==> src/rtl/pipe_pkg.sv <==
`default_nettype none
// ============================================================================
// Module   : pipe_pkg
// Brief    : Shared types and constants for the inter-stage pipeline registers.
// Revision : 1.0 - initial release
// ============================================================================
package pipe_pkg;

    typedef enum logic [1:0] {
        EMPTY = 2'd0,
        ONE   = 2'd1,
        FULL  = 2'd2
    } stage_state_e;

    // Bundle widths for each stage boundary
    localparam int c_ifid_ctrl_w  = 1;
    localparam int c_ifid_data_w  = 64;
    localparam int c_idex_ctrl_w  = 8;
    localparam int c_idex_data_w  = 111;
    localparam int c_exmem_ctrl_w = 4;
    localparam int c_exmem_data_w = 69;
    localparam int c_memwb_ctrl_w = 2;
    localparam int c_memwb_data_w = 69;

    localparam int c_bit_reg_dst    = 0;
    localparam int c_bit_alu_op_lo  = 1;
    localparam int c_bit_alu_op_hi  = 2;
    localparam int c_bit_alu_src    = 3;
    localparam int c_bit_mem_read   = 4;
    localparam int c_bit_mem_write  = 5;
    localparam int c_bit_reg_write  = 6;
    localparam int c_bit_mem_to_reg = 7;

    function automatic logic is_bubble(input logic [7:0] ctrl);
        return (ctrl == 8'd0);
    endfunction

endpackage
`default_nettype wire

==> src/rtl/sat_counter.sv <==
`default_nettype none
// ============================================================================
// Module   : sat_counter
// Brief    : Up-counter that sticks at all-ones instead of wrapping.
// Revision : 1.0 - initial release
// ============================================================================
module sat_counter #(
    parameter int CNT_W = 16
) (
    input  logic             i_clk,
    input  logic             i_rst_n,
    input  logic             i_inc,
    output logic [CNT_W-1:0] o_count
);

    logic [CNT_W-1:0] r_count;

    always_ff @(posedge i_clk or negedge i_rst_n) begin
        if (!i_rst_n) begin
            r_count <= '0;
        end else if (i_inc && (r_count != '1)) begin
            r_count <= r_count + CNT_W'(1);
        end
    end

    assign o_count = r_count;

endmodule
`default_nettype wire

==> src/rtl/pipe_stage_reg.sv <==
`default_nettype none
// ============================================================================
// Module   : pipe_stage_reg
// Brief    : Valid/ready stage register with optional skid entry, flush and stall counter.
// Revision : 1.0 - initial release
// ============================================================================
module pipe_stage_reg
    import pipe_pkg::*;
#(
    parameter int CTRL_W = 8,
    parameter int DATA_W = 111,
    parameter int SKID   = 1,
    parameter int CNT_W  = 16
) (
    input  logic              clk_i,
    input  logic              rst_n_i,
    input  logic              valid_i,
    output logic              ready_o,
    input  logic [CTRL_W-1:0] ctrl_i,
    input  logic [DATA_W-1:0] data_i,
    input  logic              flush_i,
    output logic              valid_o,
    input  logic              ready_i,
    output logic [CTRL_W-1:0] ctrl_o,
    output logic [DATA_W-1:0] data_o,
    output logic [CNT_W-1:0]  stall_cnt_o
);

    logic              w_accept;
    logic              w_consume;
    logic              r_valid;
    logic [CTRL_W-1:0] r_ctrl;
    logic [DATA_W-1:0] r_data;

    assign w_accept  = valid_i & ready_o;
    assign w_consume = r_valid & ready_i;

    generate
        if (SKID != 0) begin : g_skid
            stage_state_e      r_state;
            logic              r_ready;
            logic [CTRL_W-1:0] r_skid_ctrl;
            logic [DATA_W-1:0] r_skid_data;

            // ready_o comes straight from a flop so ready_i never reaches it
            always_ff @(posedge clk_i or negedge rst_n_i) begin
                if (!rst_n_i) begin
                    r_state     <= EMPTY;
                    r_valid     <= 1'b0;
                    r_ready     <= 1'b1;
                    r_ctrl      <= '0;
                    r_data      <= '0;
                    r_skid_ctrl <= '0;
                    r_skid_data <= '0;
                end else if (flush_i) begin
                    r_state <= EMPTY;
                    r_valid <= 1'b0;
                    r_ready <= 1'b1;
                end else begin
                    case (r_state)
                        EMPTY: begin
                            if (w_accept) begin
                                r_ctrl  <= ctrl_i;
                                r_data  <= data_i;
                                r_valid <= 1'b1;
                                r_state <= ONE;
                            end
                        end
                        ONE: begin
                            if (w_accept && w_consume) begin
                                r_ctrl <= ctrl_i;
                                r_data <= data_i;
                            end else if (w_accept) begin
                                r_skid_ctrl <= ctrl_i;
                                r_skid_data <= data_i;
                                r_state     <= FULL;
                                r_ready     <= 1'b0;
                            end else if (w_consume) begin
                                r_valid <= 1'b0;
                                r_state <= EMPTY;
                            end
                        end
                        FULL: begin
                            if (w_consume) begin
                                r_ctrl  <= r_skid_ctrl;
                                r_data  <= r_skid_data;
                                r_state <= ONE;
                                r_ready <= 1'b1;
                            end
                        end
                        default: begin
                            r_state <= EMPTY;
                            r_valid <= 1'b0;
                            r_ready <= 1'b1;
                        end
                    endcase
                end
            end

            assign ready_o = r_ready;
        end else begin : g_single
            always_ff @(posedge clk_i or negedge rst_n_i) begin
                if (!rst_n_i) begin
                    r_valid <= 1'b0;
                    r_ctrl  <= '0;
                    r_data  <= '0;
                end else if (flush_i) begin
                    r_valid <= 1'b0;
                end else if (w_accept) begin
                    r_valid <= 1'b1;
                    r_ctrl  <= ctrl_i;
                    r_data  <= data_i;
                end else if (w_consume) begin
                    r_valid <= 1'b0;
                end
            end

            assign ready_o = ready_i | ~r_valid;
        end
    endgenerate

    // A stale control word must never look like a live instruction downstream
    assign valid_o = r_valid;
    assign ctrl_o  = r_valid ? r_ctrl : '0;
    assign data_o  = r_data;

    sat_counter #(
        .CNT_W(CNT_W)
    ) u_stall_cnt (
        .i_clk  (clk_i),
        .i_rst_n(rst_n_i),
        .i_inc  (r_valid & ~ready_i),
        .o_count(stall_cnt_o)
    );

endmodule
`default_nettype wire

==> config.mk <==
export PLATFORM = sky130hd
export DESIGN_NAME = pipe_stage_reg
export DESIGN_NICKNAME = d
export VERILOG_FILES = /design/src/rtl/pipe_pkg.sv /design/src/rtl/sat_counter.sv /design/src/rtl/pipe_stage_reg.sv
export SDC_FILE = /design/constraint.sdc
export NUM_CORES = 1
export LEC_CHECK = 0
export CORE_MARGIN = 2
export CORE_UTILIZATION = 51
export CTS_CLUSTER_DIAMETER = 200
export CTS_CLUSTER_SIZE = 28
export DETAILED_ROUTE_END_ITERATION = 12
export PLACE_DENSITY = 0.84
export SYNTH_ARGS = -nofsm -noshare
export SYNTH_HDL_FRONTEND = slang
export SYNTH_SLANG_ARGS = --single-unit
==> constraint.sdc <==
create_clock -name clk_i -period 2.43 [get_ports clk_i]
set_input_delay 0.486 -clock clk_i [delete_from_list [all_inputs] [get_ports clk_i]]
set_output_delay 0.486 -clock clk_i [all_outputs]
set_load 0.005 [all_outputs]
== Word level (Yosys, flattened, before mapping) ==
Cells that the tools add are included.

* Reduce and logical (&&, ||, !) cells: 9
* $add $sub $neg: 1
* Eq/ne operators: 15
* Bitwise operators: 6
* Muxes and demuxes: 27

{| class="wikitable"
|+ Operator list
! cell !! count
|-
| 2-to-1 mux 111 bit || 3
|-
| case mux 111 bit (3 select lines) || 1
|-
| 2-to-1 mux 8 bit || 4
|-
| case mux 8 bit (3 select lines) || 1
|-
| != test 3 bit, second input constant || 6
|-
| adder 16 x 1 -> 16 bit, second input constant || 1
|-
| != test 16 bit, second input constant || 1
|-
| 2-to-1 mux 2 bit || 6
|-
| AND reduction 4 bit || 3
|-
| != test 2 bit, second input constant || 5
|-
| AND reduction 5 bit || 2
|-
| 2-to-1 mux 1 bit || 9
|-
| case mux 1 bit (3 select lines) || 2
|-
| case mux 2 bit (3 select lines) || 1
|-
| != test 4 bit, second input constant || 1
|-
| bitwise AND 1 bit || 3
|-
| NOT 1 bit || 3
|-
| nonzero test 3 bit || 1
|-
| equality test 2 x 1 -> 1 bit, second input constant || 1
|-
| equality test 2 bit, second input constant || 1
|-
| logical AND 1 bit || 2
|-
| zero test 2 bit || 1
|}

* Register bits after elaboration: 258
* Input bits: 124
* Logic and storage cells: 66
* Output and inout port bits: 137

== Depth between registers and ports, before layout ==
* Word-level depth: 6
* Mapped depth: 6
* Mapped depth without buffers: 5

== Hierarchy ==
A second synthesis with hierarchy kept.

* Cells, all modules: 749
* Area total of the unflattened synthesis: 11412.2 µm²

{| class="wikitable"
|+ By module, submodules not included
! module !! sequential area each (µm²) !! cells an instance !! instances !! area an instance (µm²)
|-
| pipe_stage_reg || 6057.1 || 672 || 1 || 10527.6
|-
| sat_counter || 400.4 || 77 || 1 || 884.6
|}

== Worst setup path before layout ==
No wires, ideal clock.

* Kind: flip-flop to flip-flop
* Start: reg g_skid.r_ready, in the netlist ready_o
* End: reg r_data[0], in the netlist data_o[0]
* Setup time: 0.125 ns
* Data required time: 2.305 ns
* Period minus slack after synthesis: 1.898 ns
* Path slack: 0.532 ns
* Arrival time: 1.772 ns
* Cell stages (with the launch flop): 7
* Path buffers: 2
* Path through: dfstp_2 > nand2_1 > a211o_1 > a21oi_4 > buf_12 > buf_12 > mux2_4

* Word-level cells in the longest chain between the ends: 4
* Elaborated cells on any way between the ends: 5
* Those cells by class: 2 x eq/ne; 1 x bitwise; 2 x reduce/logical

{| class="wikitable"
|+ RTL lines
! what !! RTL line !! source
|-
| start: declaration || pipe_stage_reg.sv:41 || <nowiki>logic r_ready;</nowiki>
|-
| start signal: assignment || pipe_stage_reg.sv:50 || <nowiki>r_ready <= 1'b1;</nowiki>
|-
| start signal: assignment || pipe_stage_reg.sv:58 || <nowiki>r_ready <= 1'b1;</nowiki>
|-
| start signal: assignment || pipe_stage_reg.sv:77 || <nowiki>r_ready <= 1'b0;</nowiki>
|-
| bitwise AND 1 bit (*) || pipe_stage_reg.sv:35 || <nowiki>assign w_accept = valid_i & ready_o;</nowiki>
|-
| logical AND 1 bit || pipe_stage_reg.sv:70 || <nowiki>if (w_accept && w_consume) begin</nowiki>
|-
| != test 2 bit (no line) || - ||
|-
| AND reduction 5 bit (no line) (*) || - ||
|-
| end signal: assignment || pipe_stage_reg.sv:64 || <nowiki>r_data <= data_i;</nowiki>
|-
| end signal: assignment || pipe_stage_reg.sv:72 || <nowiki>r_data <= data_i;</nowiki>
|-
| end signal: assignment || pipe_stage_reg.sv:86 || <nowiki>r_data <= r_skid_data;</nowiki>
|-
| end: declaration || pipe_stage_reg.sv:33 || <nowiki>logic [DATA_W-1:0] r_data;</nowiki>
|}

Mark *: on every way between the ends. The rest lies on a longest branch, timed or not.
A chain may end at the register's enable or synchronous reset.

== Worst setup path in the final report ==
* Start: reg r_valid, in the netlist valid_o
* End: out ctrl_o[3]

* Word-level cells in the longest chain between the ends: 1

{| class="wikitable"
|+ RTL lines
! what !! RTL line !! source
|-
| start: declaration || pipe_stage_reg.sv:31 || <nowiki>logic r_valid;</nowiki>
|-
| start signal: assignment || pipe_stage_reg.sv:49 || <nowiki>r_valid <= 1'b0;</nowiki>
|-
| start signal: assignment || pipe_stage_reg.sv:57 || <nowiki>r_valid <= 1'b0;</nowiki>
|-
| start signal: assignment || pipe_stage_reg.sv:65 || <nowiki>r_valid <= 1'b1;</nowiki>
|-
| 2-to-1 mux 8 bit || pipe_stage_reg.sv:124 || <nowiki>assign ctrl_o = r_valid ? r_ctrl : '0;</nowiki>
|-
| end: declaration || pipe_stage_reg.sv:24 || <nowiki>output logic [CTRL_W-1:0] ctrl_o,</nowiki>
|}

No other way between the ends.

==> impl_metrics.json <==
{
  "ios": 261,
  "grt-ovfl-total": 0,
  "num_vias": 6971,
  "yosys.area.top_type_share_pct": 54.2,
  "grt_use_total_pct": 21.0,
  "diodes": 0,
  "ir_worst_vdd_mv": 0.759,
  "gp_congestion": 0.813,
  "slew_headroom_pct": 64.0,
  "tightest_slew_ns": 0.540,
  "clock.fmax_mhz": 441,
  "fp.dieH_um": 157,
  "post-route-util_pct": 67.6,
  "yosys.area_share.simple_pct": 2.71,
  "stdcell_area_um2": 15400,
  "grt_pass1_vias": 7622,
  "status": "completed",
  "ys_ff_latch": 258,
  "cts_tree": "built",
  "timing.hold.ws_ns": 0.512,
  "post-route-drc-count": 0,
  "synth_edf_count": 0,
  "hold_path_class": "register to register",
  "clk_latency_ns": 0.47,
  "r2r-start": "ready_o",
  "crit_arrival_ns": 1.78,
  "min_from": "g_skid.r_skid_data[61]",
  "synthArstFlopShare_pct": 100,
  "cts.sinks": 258,
  "syn_to_final_growth_pct": 29.7,
  "numCtsBuffers": 13,
  "cap_violations": 0,
  "htreeDepth": 1,
  "finalSetupViolCount": 0,
  "synth_cell_types": 42,
  "cellLeakagePower_uw": 0.00655,
  "drtIter0Drc": 288,
  "fin_skew_ns": 0.0227,
  "synth_top_family_by_area": "multiplexers",
  "vias_per_cell": 5.23,
  "die-width_um": 157,
  "syn_inst": 741,
  "slew_violations": 0,
  "worst-r2r-cell-count": 6,
  "rsz0062_at_grt": "false",
  "synth_fp_nets": 866,
  "tns_ns": 0,
  "hold-path-cell-count": 1,
  "drtAntennaViolNets": 0,
  "yosys.area.top_type": "dfrtp_1",
  "hold_end": "g_skid.r_skid_data[61]",
  "timing.final.ws_setup_ns": 0.163,
  "period_needed_ns": 2.27,
  "hold_viol_final": 0,
  "dr.pass1.iters": 4,
  "syn_area_per_cell_um2": 16.0,
  "cts_setup_buffers": 0,
  "drive_above_1_share_pct": 41.6,
  "grt_max_degree": 65,
  "wl_per_cell_um": 19.2,
  "yosysWarnings": 0,
  "grt_pass1_wl_um": 41200,
  "place_area_um2": 15000,
  "endpoint_kind": "output port",
  "synthTopCellsByArea": "dfrtp_1 54%, mux2_2 24%, mux2_4 14%",
  "row_count": 55,
  "timing.rr.end": "data_o[21]",
  "synth_area_um2": 11900,
  "crit_type": "register to output port",
  "io_buffer_count": 260,
  "synth_compound_area_share_pct": 0.853,
  "fin_nets": 1144,
  "ys.flop_type": "dfrtp_1",
  "power_density_nw_per_um2": 999,
  "wl_um": 25600,
  "worstPathMaxFanout": 11,
  "worst_ep_required_time_ns": 1.94,
  "place_ws_ns": -0.112,
  "post-route-period-util_pct": 93.3,
  "die_area_um2": 24500,
  "clock-root-buffer": "clkbuf_16",
  "clkTransAtPathRegs_ns": 0.10,
  "synth_xor_area_share_pct": 1.03,
  "muxShareOfSynthArea_pct": 37.4,
  "antenna_found_initial": 0,
  "core_um2": 22800,
  "cts_max_path_buffers": 3,
  "rrSetupSlack_ns": 0.41,
  "synth_fa_ha_area_share_pct": 0.105,
  "synth-seq-area-share_pct": 54.4,
  "critPathLaunchType": "register",
  "dp_hpwl_um": 18200,
  "initial_utilization_pct": 52.1
}
-- worst max-delay path by stage --
stage | start | end | slack, ns | depth (start not counted)
2_1_floorplan | ready_o | data_o[0] | 0.53 | 6
3_3_place_gp | ready_i | data_o[24] | -0.08 | 7
3_5_place_dp | ready_i | data_o[21] | -0.11 | 7
4_1_cts | valid_o | ctrl_o[3] | 0.15 | 3
5_1_grt | valid_o | ctrl_o[3] | 0.07 | 3
6_report | valid_o | ctrl_o[3] | 0.16 | 3
-- what timing repair did --
action | 4_1_cts | 5_1_grt
endpoints found under the hold margin | 57 | 0
gates resized for setup | 0 | 0
hold buffers | 1 | 0
-- state kept, by name, summed over array words and instances, names as in the netlist --
register and count:
data_o 111, g_skid.r_skid_data 111, u_stall_cnt.o_count 16, g_skid.r_skid_ctrl 8, r_ctrl 8, g_skid.r_state 2
ready_o 1, valid_o 1
-- logic make-up after synthesis --
kind of cell / count (synthesis)
flip-flops: 258
AND/OR/NAND/NOR: 55
adder cells (fa/ha/maj): 1
AO/OA/AOI/OAI: 13
XOR/XNOR: 14
multiplexers: 358
buffers and inverters: 42
-- power by group --
part | internal [µW] | total [µW] | switching, µW
Sequential | 6220 | 7370 | 1140
Clock | 1010 | 2370 | 1360
Combinational | 4070 | 5660 | 1590
Total | 11300 | 15400 | 4090
-- critical path, cell delays in order (launching register included) --
cell and delay [ns]:
dfrtp_1 0.42, buf_4 0.19, and2_1 0.18, clkdlybuf4s50_1 0.51
-- placed cells by master, fill, tap and decap left out, drive strengths merged, types with 2 or more instances in the layout --
cell type      netlist  final
mux2               358    358
clkdlybuf4s50        0    259
dfrtp              257    257
buf                 38     43
clkbuf               2     16
nor2                10     10
xor2                 9      9
and2                 9      9
nand2                8      8
nand4                6      6
nand3                5      5
xnor2                5      5
a21oi                4      4
and3                 4      4
nor3                 3      3
inv                  2      2
nor4                 2      2
nor2b                2      2
-- cell type report --
class                   count  area [µm²]
flip-flops and latches    258        6460
repair buffers            303        3170
multi-input cells         441        5010
fillers                  1616        7370
well taps                 313         392
clock inverters             1        30.0
clock buffers              16         337
inverters                   2        7.51
-- per-layer routing --
layer  track usage [%]  wire length [µm]  vias to the layer above
li1                  -                 -                     3210
met1              28.2             11300                     3543
met2              35.1             12400                      182
met3              4.49              1440                       36
met4              5.11               555                        0
met5                 0                 0                        -
-- Yosys cell counts, types with 2 or more instances --
master,count
nand3_1,5
a21oi_1,3
nor3_1,3
nor4_1,2
mux2_4,110
nor2_1,10
buf_2,15
and3_1,3
xnor2_1,5
dfrtp_1,257
xor2_1,9
nor2b_1,2
nand2_1,7
buf_4,10
clkbuf_1,2
buf_12,12
mux2_2,248
nand4_1,6
inv_1,2
and2_1,8
-- metrics by stage --
stage          total power [µW]  std cells
6_report                  15400       1334
5_1_grt                   16300       1334
4_1_cts                   15600       1334
3_5_place_dp              13100       1316
3_3_place_gp              12900       1316
2_1_floorplan             10100        741
Note: power is estimated with default switching activity, not from simulation.
==> edit 1 (same settings) <==
Register the output `stall_cnt_o`, with the module's reset; this adds one clock of latency there. The other outputs are not delayed to match.
--- a/src/rtl/pipe_stage_reg.sv
+++ b/src/rtl/pipe_stage_reg.sv
@@ -25,6 +25,8 @@
     output logic [DATA_W-1:0] data_o,
     output logic [CNT_W-1:0]  stall_cnt_o
 );
+
+    logic [CNT_W-1:0] stall_cnt_d;
 
     logic              w_accept;
     logic              w_consume;
@@ -130,8 +132,16 @@
         .i_clk  (clk_i),
         .i_rst_n(rst_n_i),
         .i_inc  (r_valid & ~ready_i),
-        .o_count(stall_cnt_o)
+        .o_count(stall_cnt_d)
     );
+
+    always_ff @(posedge clk_i or negedge rst_n_i) begin
+        if (!rst_n_i) begin
+            stall_cnt_o <= '0;
+        end else begin
+            stall_cnt_o <= stall_cnt_d;
+        end
+    end
 
 endmodule
 `default_nettype wire
Check against the original RTL: not equivalent (a bounded check fails within 4 cycles, from zero or initial values and one cycle with rst_n_i low).
==> edit 1 against the original RTL <==
  * Combinational power increased by 1%
  * Setup slack got worse by 0.049 ns
  * Global-route usage increased by 0.17 points
  * Largest power group unchanged
  * Count of clock-buffer cells in the layout increased by 1
  * Wire length increased by 3.1%
  * Sequential share of layout area increased by 1.0 points
  * Sequential power increased by 4.1%
  * Highest routed layer unchanged
  * Synthesized area increased by 3.4%
  * Cell area increased by 3.7%
  * Sequential cell count increased by 16
  * Register-to-register slack about the same
  * Power increased by 2.6%
==> edit 1: results (changes against the original RTL) <==
- The pin count of the biggest net entering global routing is 67 (was 65).
- The headroom to the max-slew limit was 61.9% (was 64.0%).
- The post-layout instance count excluding filler cells is 1370 (was 1334).
- The highest ir drop seen on vdd came to 0.000545 V (was 0.000759 V).
- The fraction of met2 tracks used by global routing came to 35.2% (was 35.1%).
- The initial detailed-routing violation count is 273 (was 288).
- The area share of the largest cell type after synthesis is 55.6% (was 54.2%).
- The number of placed instances with taps included is 1349 (was 1316).
- The count of cells along the worst hold path came to 0 (was 1).
- The last element of the critical path is ctrl_o[6] (was ctrl_o[3]).
- The total wire length after detailed routing is 26400 µm (was 25600 µm).
- The initial antenna violation count is 1 (was 0).
- The count of instances resized after the clock tree is built is 1 (was 0).
- The source-to-sink clock delay at the later pin of the worst-skew pair came to 0.49 ns (was 0.47 ns).
- The ratio of final minimum period to clock period is 95.3% (was 93.3%).
- The clock input transition at the sequential cells of the worst setup and hold paths was 0.12 ns (was 0.10 ns).
- The die area is 0.0253 mm² (was 0.0245 mm²).
- The proportion of cell area spent on the clock network is 2.19% (was 2.38%).
- The detailed-placement wirelength estimate is 19300 µm (was 18200 µm).
- The worst path arrival time is 1.83 ns (was 1.78 ns).
- The fraction of final layout cells sized beyond drive strength 1 came to 41.7% (was 41.6%).
- The post-layout net count is 1171 (was 1144).
- Result of the run: finished clean (unchanged).
- The number of global-route vias before repair is 7893 (was 7622).
- The portion of the post-synthesis area used by sequential elements was 55.9% (was 54.4%).
- The final RePlAce weighted congestion was 0.805 (was 0.813).
- The count of clock buffers in the final design came to 17 (was 16).
- The routed wire length on met3 is 1510 µm (was 1440 µm).
- The cell area after layout is 0.0160 mm² (was 0.0154 mm²).
- The met1 usage came to 28.6% (was 28.2%).
- The global-route wire length before repair was 43600 µm (was 41200 µm).
- The sequential fraction of total cell area is 42.9% (was 41.9%).
- The destination of the worst register-to-register timing path is data_o[58] (was data_o[21]).
- The vias per cell is 5.23 (about the same).
- The area after detailed placement was 0.0156 mm² (was 0.0150 mm²).
- The non-clock buffer instance count of the final layout is 314 (was 303).
- Largest cells by area after synthesis: dfrtp_1 (56%), mux2_2 (23%), mux2_4 (13%) (was dfrtp_1 (54%), mux2_2 (24%), mux2_4 (14%)).
==> edit 1: changes by cell type after synthesis <==
cell,delta
dfrtp_1,+16
==> edit 1: cells by family after synthesis <==
group | synth area share, %
multiplexers | 36.2
flip-flops | 55.9
AND/OR/NAND/NOR | 2.62
buffers and inverters | 3.39
XOR/XNOR | 0.999
AO/OA/AOI/OAI | 0.826
adder cells (fa/ha/maj) | 0.102
==> edit 1: power by group <==
part	switching [W]	total, W	internal [W]
clock	0.00139	0.00239	0.00100
combinational	0.00163	0.00573	0.00410
sequential	0.00114	0.00767	0.00653
==> edit 1: how the worst min path moves through the flow <==
stage,slack [ns],to,startpoint
final,0.43,stall_cnt_o[15],u_stall_cnt.o_count[15]
after global placement,0.41,stall_cnt_o[15],u_stall_cnt.o_count[15]
after floorplan,0.19,data_o[0],rst_n_i
after global routing,0.46,stall_cnt_o[15],u_stall_cnt.o_count[15]
after detailed placement,0.42,stall_cnt_o[15],u_stall_cnt.o_count[15]
after CTS,0.44,stall_cnt_o[15],u_stall_cnt.o_count[15]
==> edit 2 (config.mk and constraints unchanged) <==
Made on the original files. Set the parameter `CTRL_W` to 10 (it was 8).
--- a/src/rtl/pipe_stage_reg.sv
+++ b/src/rtl/pipe_stage_reg.sv
@@ -7,7 +7,7 @@
 module pipe_stage_reg
     import pipe_pkg::*;
 #(
-    parameter int CTRL_W = 8,
+    parameter int CTRL_W = 10,
     parameter int DATA_W = 111,
     parameter int SKID   = 1,
     parameter int CNT_W  = 16
Interface: changed (resized ctrl_i and ctrl_o); port bits go from 261 to 265. The function was not compared with the original's and may differ.
==> edit 2 against the original RTL <==
  * Clock skew increased by 0.0076 ns
  * Count of clock-buffer cells in the layout increased by 1
  * Sequential cell count is 4 higher
  * Register-to-register slack improved by 0.02 ns
  * Global-route usage is 0.062 points lower
  * Sequential power decreased by 0.5%
  * Power fell by 3.1%
  * Largest power group unchanged
  * Combinational power shrank 8.3%
  * Setup slack got worse by 0.047 ns
  * Wire length down 3.5%
  * Final cell count is 0.22% lower
  * Synthesized area is 2.9% lower
  * Cell area decreased by 1.4%
  * Die area down 2.8%
==> edit 2: results (changes against the original RTL) <==
- Result of the run: finished clean (unchanged).
- The global-route wire length before repair came to 40500 µm (was 41200 µm).
- The launching point of the worst reg2reg path is g_skid.r_state[0] (was ready_o).
- The flip-flop and latch count after synthesis is 262 (was 258).
- The multi-input gate share of total cell area is 30.9% (was 32.5%).
- The number of fillers in the final layout is 1646 (was 1616).
- The post-layout net count is 1170 (was 1144).
- The sequential fraction of total cell area is 43.2% (was 41.9%).
- Largest cells by area after synthesis: dfrtp_1 (57%), mux2_2 (35%), buf_6 (0.88%) (was dfrtp_1 (54%), mux2_2 (24%), mux2_4 (14%)).
- The worst-case hold slack is 0.500 ns (was 0.512 ns).
- The maximum cell stage delay along the critical path is 0.55 ns (was 0.51 ns).
- The buffer count from post-CTS setup fixing came to 0 (unchanged).
- The proportion of cell area spent on the clock network is 2.37% (was 2.38%).
- The average detailed-routed wire length per instance is 18.6 µm (was 19.2 µm).
- The initial antenna violation count is 1 (was 0).
- The worst path arrival time is 1.83 ns (was 1.78 ns).
- The per-instance average area after synthesis is 15.1 µm² (was 16.0 µm²).
- The portion of the post-synthesis area used by sequential elements is 56.8% (was 54.4%).
- The non-clock buffer instance count of the final layout came to 305 (was 303).
- The number of global-route vias before repair was 7687 (was 7622).
- The worst reg-to-reg path cell count is 4 (was 6).
- The via count of the routed design is 7110 (was 6971).
- The register-to-register setup slack came to 0.43 ns (was 0.41 ns).
- The number of signal-net inverters in the final layout is 3 (was 2).
- The startpoint of the lowest-slack hold path was data_o[79] (was g_skid.r_skid_data[61]).
- The overall global routing resource usage came to 20.9% (was 21.0%).
- The highest ir drop seen on vdd is 0.000757 V (was 0.000759 V).
- The destination of the worst register-to-register timing path is data_o[25] (was data_o[21]).
- The detailed-routing wirelength on met1 is 10700 µm (was 11300 µm).
- The count of clock buffers in the final design is 17 (was 16).
- The number of library cell types mapped by synthesis was 41 (was 42).
- The fraction of final layout cells sized beyond drive strength 1 is 40.2% (was 41.6%).
- The routed wire length on met3 is 1750 µm (was 1440 µm).
- The maximum fanout count along the critical path is 10 (was 11).
- The uppermost signal routing layer after detailed routing is met5 (was met4).
- The largest clock skew in the final design was 0.0303 ns (was 0.0227 ns).
- Most used standard cells in the synthesized netlist: mux2_2 (356), dfrtp_1 (261), buf_2 (18) (was dfrtp_1 (257), mux2_2 (248), mux2_4 (110)).
- The count of multi-input gates was 458 (was 441).
- The initial detailed-routing violation count is 275 (was 288).
- The measured slew at the worst slew-check pin was 0.515 ns (was 0.540 ns).
- The total wire length after detailed routing is 24800 µm (was 25600 µm).
- The detailed-placement wirelength estimate is 17600 µm (was 18200 µm).
- The number of placed instances with taps included is 1312 (was 1316).
- The pin count of the biggest net entering global routing is 77 (was 65).
- The sink of the worst hold path is data_o[79] (was g_skid.r_skid_data[61]).
- The final RePlAce weighted congestion is 0.815 (was 0.813).
## edit 2: changes by cell type after synthesis, moves of 3 or more
cell,before,now
mux2_4,110,0
nand2_1,7,10
mux2_1,0,9
buf_2,15,18
buf_12,12,0
buf_6,1,9
xor2_1,9,6
mux2_2,248,356
dfrtp_1,257,261
clkbuf_1,2,7
a21oi_1,3,6
## edit 2: power breakdown
| part | switching [W] | internal [W] |
|---|---|---|
| clock | 0.00138 | 0.00102 |
| combinational | 0.00157 | 0.00362 |
| sequential | 0.00101 | 0.00631 |
| total | 0.00396 | 0.0110 |
## edit 2: kinds of logic after synthesis
| group | share of synthesized area [%] |
|---|---|
| adder cells (fa/ha/maj) | 0.108 |
| buffers and inverters | 2.57 |
| AND/OR/NAND/NOR | 2.99 |
| AO/OA/AOI/OAI | 1.16 |
| multiplexers | 35.6 |
| XOR/XNOR | 0.683 |
| flip-flops | 56.8 |
## edit 2: layer usage
layer  global-route usage [%]  vias up
met3                     6.02       37
met2                     34.3      181
met1                     27.9     3599
met4                     5.03        2
met5                        0        -
li1                         -     3291
## edit 2: stage by stage
step,cell area (µm²),total power (W),setup WS (ns),TNS [ns],utilization [%]
3_3_place_gp,14800,0.0124,-0.0344,-2.93,66.1
5_1_grt,15200,0.0158,0.0107,0,67.7
3_5_place_dp,14800,0.0127,-0.0974,-10.87,66.1
2_1_floorplan,11500,0.00963,0.523,0,-
4_1_cts,15200,0.0151,0.0507,0,67.7
6_report,15200,0.0149,0.116,0,67.7
## edit 2: how the worst max path moves through the flow
stage                  from                     end  depth (start not counted)
global route        valid_o               ctrl_o[2]                          3
floorplan           ready_o              data_o[63]                          6
CTS                 valid_o               ctrl_o[0]                          3
finish              valid_o               ctrl_o[0]                          3
global placement    ready_i             data_o[103]                          7
detailed placement  ready_i  g_skid.r_skid_data[22]                          7
